[src/rtl/booth4_pp_gen_pipe_if.sv]
// Operand/result handshake bundle for the radix-4 Booth partial-product generator.
// The master side supplies operand pairs and consumes rows. The slave side is the generator.
interface booth4_pp_gen_pipe_if #(
    parameter int WIDTH = 16,
    parameter int TAG_W = 4
);
    localparam int NPP = WIDTH / 2 + 1;
    localparam int PPW = WIDTH + 2;

    logic                 in_valid;
    logic                 in_ready;
    logic                 in_signed;
    logic [WIDTH-1:0]     in_a;
    logic [WIDTH-1:0]     in_b;
    logic [TAG_W-1:0]     in_tag;
    logic                 out_valid;
    logic                 out_ready;
    logic [NPP*PPW-1:0]   pp_rows;
    logic [TAG_W-1:0]     out_tag;
    logic [1:0]           occupancy;

    modport master (
        output in_valid, in_signed, in_a, in_b, in_tag, out_ready,
        input  in_ready, out_valid, pp_rows, out_tag, occupancy
    );

    modport slave (
        input  in_valid, in_signed, in_a, in_b, in_tag, out_ready,
        output in_ready, out_valid, pp_rows, out_tag, occupancy
    );
endinterface

[src/rtl/booth4_pp_gen_pipe.sv]
// Two-stage radix-4 Booth partial-product generator with a valid/ready pipeline.
// Rows use inverted-sign encoding, so an all-zero digit yields 1 << (PPW-1).
module booth4_pp_gen_pipe #(
    parameter int WIDTH = 16,
    parameter int TAG_W = 4
) (
    input  logic                 sys_clk,
    input  logic                 sys_rst_n,
    booth4_pp_gen_pipe_if.slave  bus
);
    localparam int NPP = WIDTH / 2 + 1;
    localparam int PPW = WIDTH + 2;

    // One row: select 0, +/-A or +/-2A from the Booth digit, then flip the sign bit.
    function automatic logic [PPW-1:0] booth_row(
        input logic [2:0]     sel,
        input logic [WIDTH:0] a,
        input logic [WIDTH:0] na
    );
        logic [PPW-1:0] v;
        case (sel)
            3'b001, 3'b010: v = {a[WIDTH], a};
            3'b011:         v = {a, 1'b0};
            3'b100:         v = {na, 1'b0};
            3'b101, 3'b110: v = {na[WIDTH], na};
            default:        v = {PPW{1'b0}};
        endcase
        return {~v[PPW-1], v[PPW-2:0]};
    endfunction

    logic                 s1_v_r;
    logic [WIDTH:0]       s1_a_r;
    logic [WIDTH:0]       s1_na_r;
    logic [WIDTH:0]       s1_b_r;
    logic                 s1_signed_r;
    logic [TAG_W-1:0]     s1_tag_r;
    logic                 s2_v_r;
    logic [NPP*PPW-1:0]   pp_rows_r;
    logic [TAG_W-1:0]     out_tag_r;
    logic [1:0]           occupancy_r;

    logic                 s2_adv_s;
    logic                 in_ready_s;
    logic                 accept_s;
    logic                 s1_v_nxt_s;
    logic                 s2_v_nxt_s;
    logic [WIDTH:0]       a_ext_s;
    logic [WIDTH:0]       b_ext_s;
    logic [WIDTH+2:0]     b_win_s;
    logic [2:0]           sel_s;
    logic [NPP*PPW-1:0]   rows_s;

    // Handshake and next-state valid bits for both stages.
    always_comb begin
        s2_adv_s   = s1_v_r & (~s2_v_r | bus.out_ready);
        in_ready_s = ~s1_v_r | s2_adv_s;
        accept_s   = bus.in_valid & in_ready_s;
        if (accept_s) begin
            s1_v_nxt_s = 1'b1;
        end else if (s2_adv_s) begin
            s1_v_nxt_s = 1'b0;
        end else begin
            s1_v_nxt_s = s1_v_r;
        end
        if (s2_adv_s) begin
            s2_v_nxt_s = 1'b1;
        end else if (bus.out_ready) begin
            s2_v_nxt_s = 1'b0;
        end else begin
            s2_v_nxt_s = s2_v_r;
        end
    end

    // Operand extension; WIDTH+1 bits keeps -A of the most-negative A in range.
    always_comb begin
        a_ext_s = {bus.in_signed & bus.in_a[WIDTH-1], bus.in_a};
        b_ext_s = {bus.in_signed & bus.in_b[WIDTH-1], bus.in_b};
    end

    // Booth decode of stage 1 into all rows; window carries b[-1]=0 and b[WIDTH+1]=b[WIDTH].
    always_comb begin
        rows_s  = {(NPP*PPW){1'b0}};
        sel_s   = 3'b000;
        b_win_s = {s1_b_r[WIDTH], s1_b_r, 1'b0};
        for (int i = 0; i < NPP; i++) begin
            if (s1_signed_r && (i == NPP - 1)) begin
                sel_s = 3'b000;
            end else begin
                sel_s = b_win_s[2*i +: 3];
            end
            rows_s[i*PPW +: PPW] = booth_row(sel_s, s1_a_r, s1_na_r);
        end
    end

    // Stage 1 operand registers, loaded only on an accepted transfer.
    always_ff @(posedge sys_clk or negedge sys_rst_n) begin
        if (!sys_rst_n) begin
            s1_v_r      <= 1'b0;
            s1_a_r      <= {(WIDTH+1){1'b0}};
            s1_na_r     <= {(WIDTH+1){1'b0}};
            s1_b_r      <= {(WIDTH+1){1'b0}};
            s1_signed_r <= 1'b0;
            s1_tag_r    <= {TAG_W{1'b0}};
        end else begin
            s1_v_r <= s1_v_nxt_s;
            if (accept_s) begin
                s1_a_r      <= a_ext_s;
                s1_na_r     <= -a_ext_s;
                s1_b_r      <= b_ext_s;
                s1_signed_r <= bus.in_signed;
                s1_tag_r    <= bus.in_tag;
            end else begin
                s1_a_r      <= s1_a_r;
                s1_na_r     <= s1_na_r;
                s1_b_r      <= s1_b_r;
                s1_signed_r <= s1_signed_r;
                s1_tag_r    <= s1_tag_r;
            end
        end
    end

    // Stage 2 output registers; data hold while the consumer stalls.
    always_ff @(posedge sys_clk or negedge sys_rst_n) begin
        if (!sys_rst_n) begin
            s2_v_r      <= 1'b0;
            pp_rows_r   <= {(NPP*PPW){1'b0}};
            out_tag_r   <= {TAG_W{1'b0}};
            occupancy_r <= 2'd0;
        end else begin
            s2_v_r      <= s2_v_nxt_s;
            occupancy_r <= {1'b0, s1_v_nxt_s} + {1'b0, s2_v_nxt_s};
            if (s2_adv_s) begin
                pp_rows_r <= rows_s;
                out_tag_r <= s1_tag_r;
            end else begin
                pp_rows_r <= pp_rows_r;
                out_tag_r <= out_tag_r;
            end
        end
    end

    assign bus.in_ready  = in_ready_s;
    assign bus.out_valid = s2_v_r;
    assign bus.pp_rows   = pp_rows_r;
    assign bus.out_tag   = out_tag_r;
    assign bus.occupancy = occupancy_r;
endmodule
[src/flat_wrapper.sv]
// flat-port wrapper written by rule: the top's interface ports become plain ports
module booth4_pp_gen_pipe_flat 
#(
    parameter int WIDTH = 16,
    parameter int TAG_W = 4
)
  (sys_clk, sys_rst_n, bus_in_valid, bus_in_signed, bus_in_a, bus_in_b, bus_in_tag, bus_out_ready, bus_in_ready, bus_out_valid, bus_pp_rows, bus_out_tag, bus_occupancy);
  booth4_pp_gen_pipe_if #(.WIDTH(WIDTH), .TAG_W(TAG_W)) bus_i ();
  input  logic sys_clk;
  input  logic sys_rst_n;
  input wire logic [$bits(bus_i.in_valid)-1:0] bus_in_valid;
  input wire logic [$bits(bus_i.in_signed)-1:0] bus_in_signed;
  input wire logic [$bits(bus_i.in_a)-1:0] bus_in_a;
  input wire logic [$bits(bus_i.in_b)-1:0] bus_in_b;
  input wire logic [$bits(bus_i.in_tag)-1:0] bus_in_tag;
  input wire logic [$bits(bus_i.out_ready)-1:0] bus_out_ready;
  output wire logic [$bits(bus_i.in_ready)-1:0] bus_in_ready;
  output wire logic [$bits(bus_i.out_valid)-1:0] bus_out_valid;
  output wire logic [$bits(bus_i.pp_rows)-1:0] bus_pp_rows;
  output wire logic [$bits(bus_i.out_tag)-1:0] bus_out_tag;
  output wire logic [$bits(bus_i.occupancy)-1:0] bus_occupancy;
  assign bus_i.in_valid = bus_in_valid;
  assign bus_i.in_signed = bus_in_signed;
  assign bus_i.in_a = bus_in_a;
  assign bus_i.in_b = bus_in_b;
  assign bus_i.in_tag = bus_in_tag;
  assign bus_i.out_ready = bus_out_ready;
  assign bus_in_ready = bus_i.in_ready;
  assign bus_out_valid = bus_i.out_valid;
  assign bus_pp_rows = bus_i.pp_rows;
  assign bus_out_tag = bus_i.out_tag;
  assign bus_occupancy = bus_i.occupancy;
  booth4_pp_gen_pipe #(.WIDTH(WIDTH), .TAG_W(TAG_W)) u_core (.sys_clk(sys_clk), .sys_rst_n(sys_rst_n), .bus(bus_i));
endmodule
[config.mk]
export PLATFORM = sky130hd
export DESIGN_NAME = booth4_pp_gen_pipe_flat
export DESIGN_NICKNAME = d
export VERILOG_FILES = /design/src/rtl/booth4_pp_gen_pipe_if.sv /design/src/rtl/booth4_pp_gen_pipe.sv /design/src/flat_wrapper.sv
export SDC_FILE = /design/constraint.sdc
export NUM_CORES = 1
export LEC_CHECK = 0
export ABC_AREA = 1
export CAP_MARGIN = 15
export CORE_ASPECT_RATIO = 0.9
export CORE_UTILIZATION = 40
export DETAILED_ROUTE_END_ITERATION = 10
export PLACE_DENSITY = 0.68
export RECOVER_POWER = 25
export SLEW_MARGIN = 10
export SYNTH_ARGS = -nofsm -noshare
export SYNTH_HDL_FRONTEND = slang
export SYNTH_SLANG_ARGS = --single-unit
[constraint.sdc]
create_clock -name sys_clk -period 5.75 [get_ports sys_clk]
set_input_delay 0.8625 -clock sys_clk [delete_from_list [all_inputs] [get_ports sys_clk]]
set_output_delay 0.8625 -clock sys_clk [all_outputs]
set_load 0.005 [all_outputs]
==> results of run 1 <==
## metrics by stage
step                      total power (W)  hold slack [ns]  utilization (%)  setup slack, ns
after floorplan                   0.00338            0.442                -             3.89
after global placement            0.00436            0.464             45.5             2.35
after detailed placement          0.00439            0.464             45.6             2.18
after CTS                         0.00598            0.346             47.8             2.18
after global routing              0.00629            0.364             47.8             1.65
final                             0.00596            0.327             47.8             1.90
## synth_stat cells, types with 2 or more instances
cell        n
o21ai_0    66
buf_6       8
inv_1     158
nand2_2     6
ha_1        4
o21ai_1    21
dfrtp_1   225
buf_4      21
nor2_1     20
nand2_1   733
clkbuf_1   55
o22ai_1     3
buf_1      20
nand4_1   330
nor2_4      7
a21oi_1    18
inv_2      11
nand3b_1    2
xor2_1      3
buf_2     138
nor2_2      2
nand3_1   270
## state kept, by name, summed over array words and instances, names as in the netlist
name / count
u_core.bus.occupancy: 2
u_core.bus.out_tag: 4
u_core.bus.out_valid: 1
u_core.bus.pp_rows: 162
u_core.s1_a_r: 16
u_core.s1_b_r: 17
u_core.s1_na_r: 17
u_core.s1_signed_r: 1
u_core.s1_tag_r: 4
u_core.s1_v_r: 1
## layer usage
layer | track usage, % | wire [µm]
met1 | 38.2 | 21100
met2 | 40.9 | 22200
met3 | 5.06 | 5630
met4 | 9.86 | 2120
met5 | 0 | 0
## final timing paths
path | from | endpoint | cells after the start
min in group sys_clk | u_core.bus.pp_rows[132] | u_core.bus.pp_rows[132] | 2
max | bus_out_ready | u_core.s1_na_r[8] | 11
max in group asynchronous | sys_rst_n | u_core.bus.pp_rows[37] | 2
min | sys_rst_n | u_core.bus.pp_rows[72] | 1
max reg2reg | u_core.s1_b_r[15] | u_core.bus.pp_rows[160] | 8
min reg2reg | u_core.bus.pp_rows[132] | u_core.bus.pp_rows[132] | 2
## cells in the final DEF, fill, tap and decap left out, types with 10 or more instances in the layout
cell type and instances:
inv_1 158, nand4_1 330, nor2_1 20, dfrtp_1 225, o21ai_1 21, clkdlybuf4s50_1 208
a21oi_1 18, nand2_1 733, clkinv_2 10, nand3_1 270, o21ai_0 66, clkbuf_16 25
## power by group through the flow
stage,sequential (W),combinational [W],clock [W]
after CTS,0.00242,0.00195,0.00161
after global placement,0.00245,0.00191,0
after floorplan,0.00213,0.00125,0
after detailed placement,0.00245,0.00194,0
final,0.00245,0.00195,0.00157
after global routing,0.00248,0.00216,0.00166
## logic make-up after synthesis
kind of cell,after synthesis,share of synthesized area [%]
adder cells (fa/ha/maj),4,0.344
XOR/XNOR,3,0.181
buffers and inverters,414,12.9
flip-flops,225,38.7
AO/OA/AOI/OAI,112,3.95
AND/OR/NAND/NOR,1372,44.0
## worst register-to-register path, delay by kind of cell (launching register included)
family | cells | cell delay, ns
buf+inv | 2 | 1.30
simple gates | 3 | 0.62
compound gates | 2 | 0.30
flops | 1 | 1.01
fa+ha+maj | 1 | 0.44
## final cells by class
class	instances	area, µm²
tap	469	587
clock buffer	30	684
inverter	171	644
timing repair buffer	222	2220
sequential	225	5630
fill	3613	18500
clock inverter	13	103
multi-input combinational	1491	7070
==> results.yml, run 1 <==
outcome:
  status: "complete, but fails checks"
  violations: "capacitance limit, slew limit"
layout:
  stdcell_area_mm2: 0.0169
  syn_to_final_growth_pct: 16.4
  nets: 2181
  drive_gt1_share_pct: 3.76
  fin_cells: 2621
  diodes: 0
synthesis:
  synth-seq-cells: 225
  netlist_area_mm2: 0.0146
  synth_edf_count: 0
  yosys_warnings: 0
  syn_nets: 2175
  synth_top_flop_cell: "dfrtp_1"
  synthCells: 2130
  ys_types: 31
  synth_top_area_share_pct: 38.7
  avgSynthCellArea_um2: 6.83
  synth-async-reset-ratio_pct: 100
  yosysTopAreaCell: "dfrtp_1"
  yosysSeqAreaShare_pct: 38.7
  synth_area_leaders: "dfrtp_1 39%, nand2_1 19%, nand4_1 14%"
clocking:
  ctsHoldBuffers: 0
  ctsResizeCount: 0
  cts_buffer_depth: 3
  cts_made_buffers: 25
  root_buffer: "clkbuf_16"
  clock_sinks: 225
  clk_latency_ns: 0.53
  htree_levels: 1
  path_clk_slew_ns: 0.06
  postCtsSetupBuffers: 0
  cts_tree: "built"
timing:
  post-route-period-util_pct: 67.0
  tns_ns: 0
  final_hold_viol_count: 0
  maxSlewHeadroom_pct: -14.9
  final-max-slew-violation-count: 39
  setup_viol: 0
  worst_slew_pin_slew_ns: 1.72
  finalClockSkew_ns: 0.0126
  rsz0062_at_grt: "false"
  max_freq_mhz: 260
  period_minus_slack_ns: 3.85
grt:
  grt_pass1_vias: 13700
  grt_pass1_wl_um: 78900
  grt-ovfl-total: 0
  grtUsageTotal_pct: 27.0
  grt_antenna_before_repair: 0
  grt_max_degree: 139
worst_setup_path:
  worst_path_most_repeated_cell: "nand2_1"
  critPathMaxStageDelay_ns: 1.24
  path_class: "in -> reg"
  start_kind: "input pin"
  r2r_slack_ns: 2.02
  crit_buf_inv: 5
  path_max_fanout: 50
  required_ns: 6.17
  path_delay_family: "buffers and inverters"
  critPathCaptureType: "flip-flop"
  crit_path_top_delay_cell: "clkbuf_1"
  arrival_ns: 4.27
  path_cells: "dlygate4sd3_1, clkinv_1, nand3_1, nand2_1, clkbuf_1, inv_2, buf_12, nand2_1, o21ai_0, nand2_1, nand2_1"
placed_design:
  placed_cells: 2578
  io_buffers: 210
  dp_hpwl_um: 31300
  place_congestion: 0.918
  place_area_mm2: 0.0162
job:
  maxCapViolCount: 1
floorplanning:
  initial_core_util_pct: 41.0
  die_y_um: 183
  coreArea_mm2: 0.0355
  dieWidth_um: 203
  ios: 211
  row_count: 65
  die_area_mm2: 0.0372
power:
  p_comb_share_pct: 32.7
  p_leak_nw: 8.15
  swShare_pct: 38.2
  intPower_w: 0.00369
  vdd_drop_max_mv: 0.216
  power.switching_w: 0.00228
  power.share.clock_pct: 26.3
  power_density_mw_per_mm2: 352
  seq_power_share_pct: 41.1
routing:
  vias: 15200
  drtPass1Iterations: 6
  ant_nets: 0
  wl_per_cell_um: 19.5
  finalWirelength_um: 51100
  drc: 0
  viasPerCell: 5.79
  drtIter0Drc: 1876
worst_hold_path:
  hold_path.class: "in -> async"
Note: power is estimated with default switching activity, not from simulation.
==> run 2, diff against run 1 <==
--- a/config.mk
+++ b/config.mk
@@ -10,7 +10,7 @@
 export CORE_ASPECT_RATIO = 0.9
 export CORE_UTILIZATION = 40
 export DETAILED_ROUTE_END_ITERATION = 10
-export PLACE_DENSITY = 0.68
+export PLACE_DENSITY = 0.7
 export RECOVER_POWER = 25
 export SLEW_MARGIN = 10
 export SYNTH_ARGS = -nofsm -noshare
==> constraint.sdc (replaced) <==
create_clock -name sys_clk -period 3.31 [get_ports sys_clk]
set_input_delay 0.4965 -clock sys_clk [delete_from_list [all_inputs] [get_ports sys_clk]]
set_output_delay 0.4965 -clock sys_clk [all_outputs]
set_load 0.005 [all_outputs]
==> results.yml, run 2 (synthesis gave the netlist of run 1 again) <==
worst_setup_path:
  cp-startpoint: "u_core.s1_b_r[15]"
  required_ns: 3.79
  arrival_ns: 3.05
  path_class: "reg -> reg"
  critPathCaptureType: "flip-flop"
  path_max_fanout: 34
  start_kind: "flip-flop"
  r2r_start: "u_core.s1_b_r[15]"
clocking:
  cts_tree: "built"
  cts_buffer_depth: 3
  path_clk_slew_ns: 0.07
  clock_sinks: 225
  clk_latency_ns: 0.55
  ctsResizeCount: 0
  root_buffer: "clkbuf_16"
  htree_levels: 1
  cts_made_buffers: 26
power:
  power_w: 0.0108
  p_leak_nw: 8.24
  vdd_drop_max_mv: 0.443
  power.share.clock_pct: 28.6
  swShare_pct: 37.5
  p_comb_share_pct: 31.6
  intPower_w: 0.00673
  power_density_mw_per_mm2: 626
  seq_power_share_pct: 39.8
  power.switching_w: 0.00404
layout:
  fillers: 3547
  seq_area_mm2: 0.00563
  drive_gt1_share_pct: 4.34
  layout_common_cells: "733 x nand2_1, 330 x nand4_1, 270 x nand3_1"
  largest_reg_flops: 162
  multi_input_area_mm2: 0.00707
  diodes: 0
  syn_to_final_growth_pct: 18.1
  nets: 2192
  final_common_cell: "nand2_1"
grt:
  grt_pass1_vias: 13900
  grt_pass1_wl_um: 80100
  grtUsageTotal_pct: 27.3
  grt_antenna_before_repair: 0
  grt_max_degree: 189
  grt-ovfl-total: 0
timing:
  max_freq_mhz: 389
  worst_slew_pin_slew_ns: 2.09
  post-route-period-util_pct: 77.7
  final_hold_viol_count: 0
  rsz0062_at_grt: "false"
  final-max-slew-violation-count: 112
  period_minus_slack_ns: 2.57
  maxSlewHeadroom_pct: -39.5
  setup_viol: 0
  finalClockSkew_ns: 0.0260
  tns_ns: 0
routing:
  drtIter0Drc: 2033
  drc: 0
  viasPerCell: 5.83
  finalWirelength_um: 51900
  ant_nets: 0
  wl_per_cell_um: 19.7
  vias: 15400
  drtPass1Iterations: 6
floorplanning:
  die_y_um: 183
  die_area_mm2: 0.0372
  coreArea_mm2: 0.0355
  dieWidth_um: 203
  initial_core_util_pct: 41.0
  ios: 211
  row_count: 65
placed_design:
  io_buffers: 210
  dp_hpwl_um: 31700
  place_congestion: 0.916
outcome:
  violations: "capacitance limit, slew limit"
  status: "complete, but fails checks"
worst_hold_path:
  holdCritStartpoint: "u_core.bus.pp_rows[95]"
  hold_path.class: "reg -> reg"
job:
  maxCapViolCount: 2
-- run 2: final cells by class --
class,count,area share [%]
clock buffers,29,4.09
clock inverters,17,1.28
inverters,171,3.75
multi-input cells,1491,41.1
flip-flops and latches,225,32.8
well taps,469,3.41
repair buffers,232,13.6
-- run 2: critical path: stages, from the launching register on --
cell      delay [ns]
dfrtp_1         0.35
clkinv_1        0.71
nor2_1          0.40
ha_1            0.40
inv_1           0.22
o21ai_1         0.16
nand2_1         0.06
nand2_1         0.09
o21a_1          0.12
-- run 2: power by group through the flow --
stage	sequential (W)	combinational, W	clock (W)
detailed placement	0.00427	0.00340	0
global route	0.00432	0.00376	0.00324
floorplan	0.00370	0.00217	0
global placement	0.00427	0.00333	0
finish	0.00429	0.00340	0.00308
CTS	0.00423	0.00341	0.00314
-- run 2: final timing paths --
| kind | to | slack [ns] | depth (start not counted) |
|---|---|---|---|
| worst max register to register | u_core.bus.pp_rows[160] | 0.74 | 8 |
| worst min-delay path | u_core.bus.pp_rows[95] | 0.48 | 2 |
| worst max-delay path | u_core.bus.pp_rows[160] | 0.74 | 8 |
| max in group asynchronous | u_core.bus.pp_rows[1] | 0.91 | 3 |
| worst min register to register | u_core.bus.pp_rows[95] | 0.48 | 2 |
| min in group asynchronous | u_core.bus.pp_rows[78] | 1.12 | 2 |
-- run 2: what timing repair did --
action | CTS | global route
endpoints found under the setup margin | 0 | 0
hold buffers | 1 | 0
endpoints found under the hold margin | 73 | 0
setup buffers | 0 | 0
-- run 2: stage by stage --
| step | setup slack, ns | utilization, % | hold WS (ns) | cell area, µm² | instances |
|---|---|---|---|---|---|
| after floorplan | 1.45 | - | 0.201 | 14600 | 2130 |
| after global placement | 0.903 | 45.9 | 0.463 | 16300 | 2587 |
| after detailed placement | 0.828 | 45.9 | 0.464 | 16300 | 2587 |
| after CTS | 0.804 | 48.5 | 0.474 | 17200 | 2634 |
| after global routing | 0.505 | 48.5 | 0.495 | 17200 | 2634 |
| final | 0.738 | 48.5 | 0.479 | 17200 | 2634 |
-- run 2: routing by layer --
layer | up-vias | GRT usage, % | wire [µm]
li1 | 7147 | - | -
met1 | 7178 | 38.0 | 20800
met2 | 863 | 41.6 | 22900
met3 | 175 | 4.73 | 5680
met4 | 0 | 12.2 | 2600
met5 | - | 0 | 0
